`src/rtl/ysyx_24110015_pkg.sv`:
```
// Shared definitions for the ysyx_24110015 fetch path: FSM encoding,
// AXI response codes and the default boot address.
package ysyx_24110015_pkg;

  typedef enum logic [1:0] {
    ST_IDLE = 2'd0,
    ST_ADDR = 2'd1,
    ST_DATA = 2'd2,
    ST_DONE = 2'd3
  } ifu_state_e;

  localparam logic [1:0]  RESP_OKAY        = 2'b00;
  localparam logic [31:0] DEFAULT_RESET_PC = 32'h8000_0000;

  function automatic logic resp_is_err(input logic [1:0] resp);
    return resp != RESP_OKAY;
  endfunction

endpackage

```
`src/rtl/ysyx_24110015_ifu.sv`:
```
// Multi-cycle instruction fetch unit: owns the PC, issues one AXI4-Lite read
// per fetch and holds the returned instruction for decode.
module ysyx_24110015_ifu
  import ysyx_24110015_pkg::*;
#(
  parameter int              XLEN     = 32,
  parameter logic [XLEN-1:0] RESET_PC = XLEN'(DEFAULT_RESET_PC)
) (
  input  logic            clk,
  input  logic            rst,
  input  logic            control_iMemRead,
  output logic            control_iMemRead_end,
  input  logic            pc_wen,
  input  logic [XLEN-1:0] npc,
  output logic [XLEN-1:0] pc,
  output logic [31:0]     inst,
  output logic            fetch_err,
  output logic [31:0]     fetch_cnt,
  output logic [XLEN-1:0] araddr,
  output logic            arvalid,
  input  logic            arready,
  input  logic [31:0]     rdata,
  input  logic [1:0]      rresp,
  input  logic            rvalid,
  output logic            rready
);

  ifu_state_e      state_q, state_d;
  logic [XLEN-1:0] pc_q, pc_d;
  logic [31:0]     inst_q, inst_d;
  logic            err_q, err_d;
  logic [31:0]     cnt_q, cnt_d;

  function automatic logic [XLEN-1:0] align_pc(input logic [XLEN-1:0] addr);
    return addr & ~XLEN'(3);
  endfunction

  // The PC may only move while idle, so the address of an in-flight read
  // cannot change underneath the slave.
  always_comb begin
    state_d = state_q;
    pc_d    = pc_q;
    inst_d  = inst_q;
    err_d   = err_q;
    cnt_d   = cnt_q;
    case (state_q)
      ST_IDLE: begin
        if (pc_wen) begin
          pc_d = align_pc(npc);
        end
        if (control_iMemRead) begin
          state_d = ST_ADDR;
        end
      end
      ST_ADDR: begin
        if (arready) begin
          state_d = ST_DATA;
        end
      end
      ST_DATA: begin
        if (rvalid) begin
          state_d = ST_DONE;
          inst_d  = rdata;
          err_d   = resp_is_err(rresp);
          cnt_d   = cnt_q + 32'd1;
        end
      end
      ST_DONE: begin
        state_d = ST_IDLE;
      end
      default: begin
        state_d = ST_IDLE;
      end
    endcase
  end

  always_ff @(posedge clk) begin
    if (rst) begin
      state_q <= ST_IDLE;
      pc_q    <= RESET_PC;
      inst_q  <= 32'h0;
      err_q   <= 1'b0;
      cnt_q   <= 32'h0;
    end else begin
      state_q <= state_d;
      pc_q    <= pc_d;
      inst_q  <= inst_d;
      err_q   <= err_d;
      cnt_q   <= cnt_d;
    end
  end

  // Handshake outputs are pure state decodes; nothing combinational from inputs.
  assign arvalid              = (state_q == ST_ADDR);
  assign rready               = (state_q == ST_DATA);
  assign control_iMemRead_end = (state_q == ST_DONE);
  assign araddr               = pc_q;
  assign pc                   = pc_q;
  assign inst                 = inst_q;
  assign fetch_err            = err_q;
  assign fetch_cnt            = cnt_q;

endmodule

```
`config.mk`:
```
export PLATFORM = sky130hd
export DESIGN_NAME = ysyx_24110015_ifu
export DESIGN_NICKNAME = d
export VERILOG_FILES = /design/src/rtl/ysyx_24110015_pkg.sv /design/src/rtl/ysyx_24110015_ifu.sv
export SDC_FILE = /design/constraint.sdc
export NUM_CORES = 1
export LEC_CHECK = 0
export CAP_MARGIN = 5
export CORE_MARGIN = 2
export CORE_UTILIZATION = 40
export DETAILED_ROUTE_END_ITERATION = 7
export HOLD_SLACK_MARGIN = 0.1
export PLACE_DENSITY = 0.8
export SLEW_MARGIN = 20
export SYNTH_ARGS = -nofsm -noshare
export SYNTH_HDL_FRONTEND = slang
export SYNTH_SLANG_ARGS = --single-unit
```
`constraint.sdc`:
```
create_clock -name clk -period 2.2 [get_ports clk]
set_input_delay 0.55 -clock clk [delete_from_list [all_inputs] [get_ports clk]]
set_output_delay 0.55 -clock clk [all_outputs]
set_load 0.05 [all_outputs]
```
==> flow_metrics.tcl <==
set metrics [dict create \
    outcome "completed" \
    ys.flop_type "dfxtp_1" \
    relSlewSlack 0.646 \
    fmax_mhz 462 \
    fin_hold_ws_ps 458 \
    wirelength_um 11500 \
    peakVddDrop_uv 436 \
    seq_area_um2 1960 \
    nNetsFinal 751 \
    whs_path_depth 2 \
    worstPathRequired_ps 1650 \
    cpLargestDelayFamily "buffers and inverters" \
    synth_top_area_share 0.475 \
    syn_inst 504 \
    avgSynthCellArea_um2 8.11 \
    core_um2 9860 \
    nFillCells 821 \
    power_density_nw_per_um2 907 \
    yosys.area.top_type "dfxtp_1" \
    rr_worst_depth 4 \
    synthTopCellsByArea "dfxtp_1 (48%), nand2_1 (13%), a21oi_1 (9.8%)" \
    worstSetupPathType "flop to primary output" \
    hold_viol 0 \
    power.leakage_nw 2.29 \
    async_flop_share 0 \
    crit_chain "clkdlybuf4s50_1" \
    yosys_warnings 0 \
    hp-start "inst[28]$_SDFFE_PP0P_" \
    insertion_delay_ps 340 \
    drive_above_1_share 0.0973 \
    grt_pass1_vias 3982 \
    postRouteAntennaNets 0 \
    ys_seq_area_frac 0.475 \
    grt_max_degree 46 \
    reg2reg_from "fetch_cnt[8]$_SDFFE_PP0P_" \
    cts-root-buf "clkbuf_8" \
    regToRegSetupSlack_ps 130 \
    vias_per_cell 5.03 \
    crit_path_max_incr_delay_ps 840 \
    drc 0 \
    design_area_um2 6280 \
    place.gp.congestion 0.811 \
    path_max_fanout 6 \
    final.setup_skew_ps 13.3 \
    synth_edf_count 0 \
    multi_input_area_um2 1780 \
    antenna_found_initial 0 \
    hold_end "inst[28]$_SDFFE_PP0P_" \
    die_area_um2 11000 \
    drt-pass1-iter-count 5 \
    cp-end-kind "primary output" \
    pin_count 204 \
    cp.arrival_ps 1610 \
    area_growth_pct 53.6 \
    post-route-util 0.636 \
    grt_usage 0.204 \
    hold_path_class "flop to flop" \
    synth_cell_types 38 \
    fin_crit_ps 2160 \
    ctsLongestPathBuffers 2 \
    path_buf_inv 1 \
    die_y_um 105 \
    dp_slack_ps -297 \
    worst_slew_pin_slew_ps 529 \
    finalSetupTns_ps 0 \
    critPathSlowestCell "clkdlybuf4s50_1" \
    drv_cap 0 \
    placed_cell_area_um2 6070 \
    grt_pass1_wl_um 18700 \
    hpwlAfterDp_um 8550 \
    clock-sinks 97 \
    syn_area_um2 4090 \
    vias 4082 \
    core.rowCount 36 \
    setup_ws_ps 37.4 \
    overflow 0 \
    initial_utilization 0.414 \
    cts_setup_buffers 0 \
    drtIter0Drc 154 \
    r2r-end "fetch_cnt[20]$_SDFFE_PP0P_" \
    clk_pin_slew_ps 100 \
    startpoint_type "flop" \
    setup_violations 0 \
    cts_tree "built" \
    fp.dieW_um 105 \
    period_share 0.983 \
    portBuffers 197 \
    ctsHtreeMaxLevel 3 \
    synth_seq_cells 97 \
    antennaDiodeCount 0 \
    avgRoutedWirePerCell_um 14.2 \
    cts_made_buffers 9 \
    ctsHoldBuffers 0 \
    drv_slew 0 \
]
[per-stage QoR]
step                power (W)  std cells
finish                0.00569        811
global route          0.00597        811
CTS                   0.00576        811
detailed placement    0.00471        795
global placement      0.00466        795
floorplan             0.00394        507
[state kept, by name (all words and copies together) (netlist names)]
name	cells
araddr	30
fetch_err	1
state_q	2
fetch_cnt	32
inst	32
[per-layer routing]
metal | part of all wire | vias to the layer above | track usage
met5 | 0 | - | 0
met1 | 0.40 | 1889 | 0.233
met2 | 0.51 | 173 | 0.365
li1 | - | 2007 | -
met4 | 0.012 | 0 | 0.0619
met3 | 0.082 | 13 | 0.0593
[area by class of cell]
cell class / count / area share
Tap cell: 133 / 0.0265
Clock buffer: 12 / 0.0231
Multi-Input combinational cell: 339 / 0.284
Timing Repair Buffer: 218 / 0.344
Inverter: 8 / 0.00478
Sequential cell: 97 / 0.312
Clock inverter: 4 / 0.00459
[report_power, final]
part / total [W] / internal (W) / switching, W
logic: 0.00256 / 0.000854 / 0.00170
clock network: 0.00104 / 0.000444 / 0.000593
registers: 0.00210 / 0.00196 / 0.000140
total: 0.00569 / 0.00325 / 0.00244
[cells in the mapped netlist, types with 2 or more instances]
cell type,n
nor3_1,2
inv_1,8
or4_1,13
and3_1,3
dfxtp_1,97
o31ai_1,10
clkbuf_1,26
nand2_1,138
xnor2_1,4
nor2_1,17
a21oi_1,80
xor2_1,8
or3_2,2
nand3_1,10
o41ai_1,3
and4_1,2
nand4_1,9
and2_1,2
ha_1,6
or3_1,3
nor4_1,5
or4b_1,3
buf_4,34
o21ai_0,5
[cells in the final DEF (no fill, tap or decap), drive strengths merged, types with 2 or more instances in the layout]
cell type / count
o21ai: 5
xnor2: 4
a21oi: 80
dlymetal6s2s: 6
nor4: 5
o31ai: 10
dfxtp: 97
buf: 27
o41ai: 3
inv: 8
or3: 5
and4: 2
nor2: 17
or4: 14
and2: 2
clkinvlp: 2
ha: 6
or4b: 3
nand3: 10
clkdlybuf4s50: 182
and3: 3
nor3: 2
conb: 4
clkbuf: 12
dlygate4sd2: 3
clkinv: 2
nand4: 10
xor2: 8
nand2: 138
[timing repair]
action	CTS	global route
resized for setup	3	10
cloned	0	0
setup endpoints to repair	3	12
[how the worst max path moves through the flow]
stage          depth (start not counted)                          to                       start  slack, ps
6_report                               1               fetch_cnt[26]  fetch_cnt[26]$_SDFFE_PP0P_         40
3_3_place_gp                           5  fetch_cnt[24]$_SDFFE_PP0P_                      rvalid       -230
3_5_place_dp                           5  fetch_cnt[24]$_SDFFE_PP0P_                      rvalid       -300
2_1_floorplan                          5  fetch_cnt[24]$_SDFFE_PP0P_  fetch_cnt[11]$_SDFFE_PP0P_         10
5_1_grt                                4  fetch_cnt[23]$_SDFFE_PP0P_   fetch_cnt[8]$_SDFFE_PP0P_         -3
4_1_cts                                1               fetch_cnt[28]  fetch_cnt[28]$_SDFFE_PP0P_          8
[kinds of logic (layout without fill, tap and decap cells)]
family                     Yosys count  count (layout)  synth area share
other                                1               4          0.000918
adders and majority gates            6               6            0.0184
and+or+nand+nor                    215             215             0.243
muxes                                2               2           0.00521
AOI/OAI and AO/OA                  100             100             0.133
DFF                                 97              97             0.475
buffers and inverters               71             242            0.0986
xor gates and xnor gates            12              12            0.0257
Power figures use the tool's default switching activity.
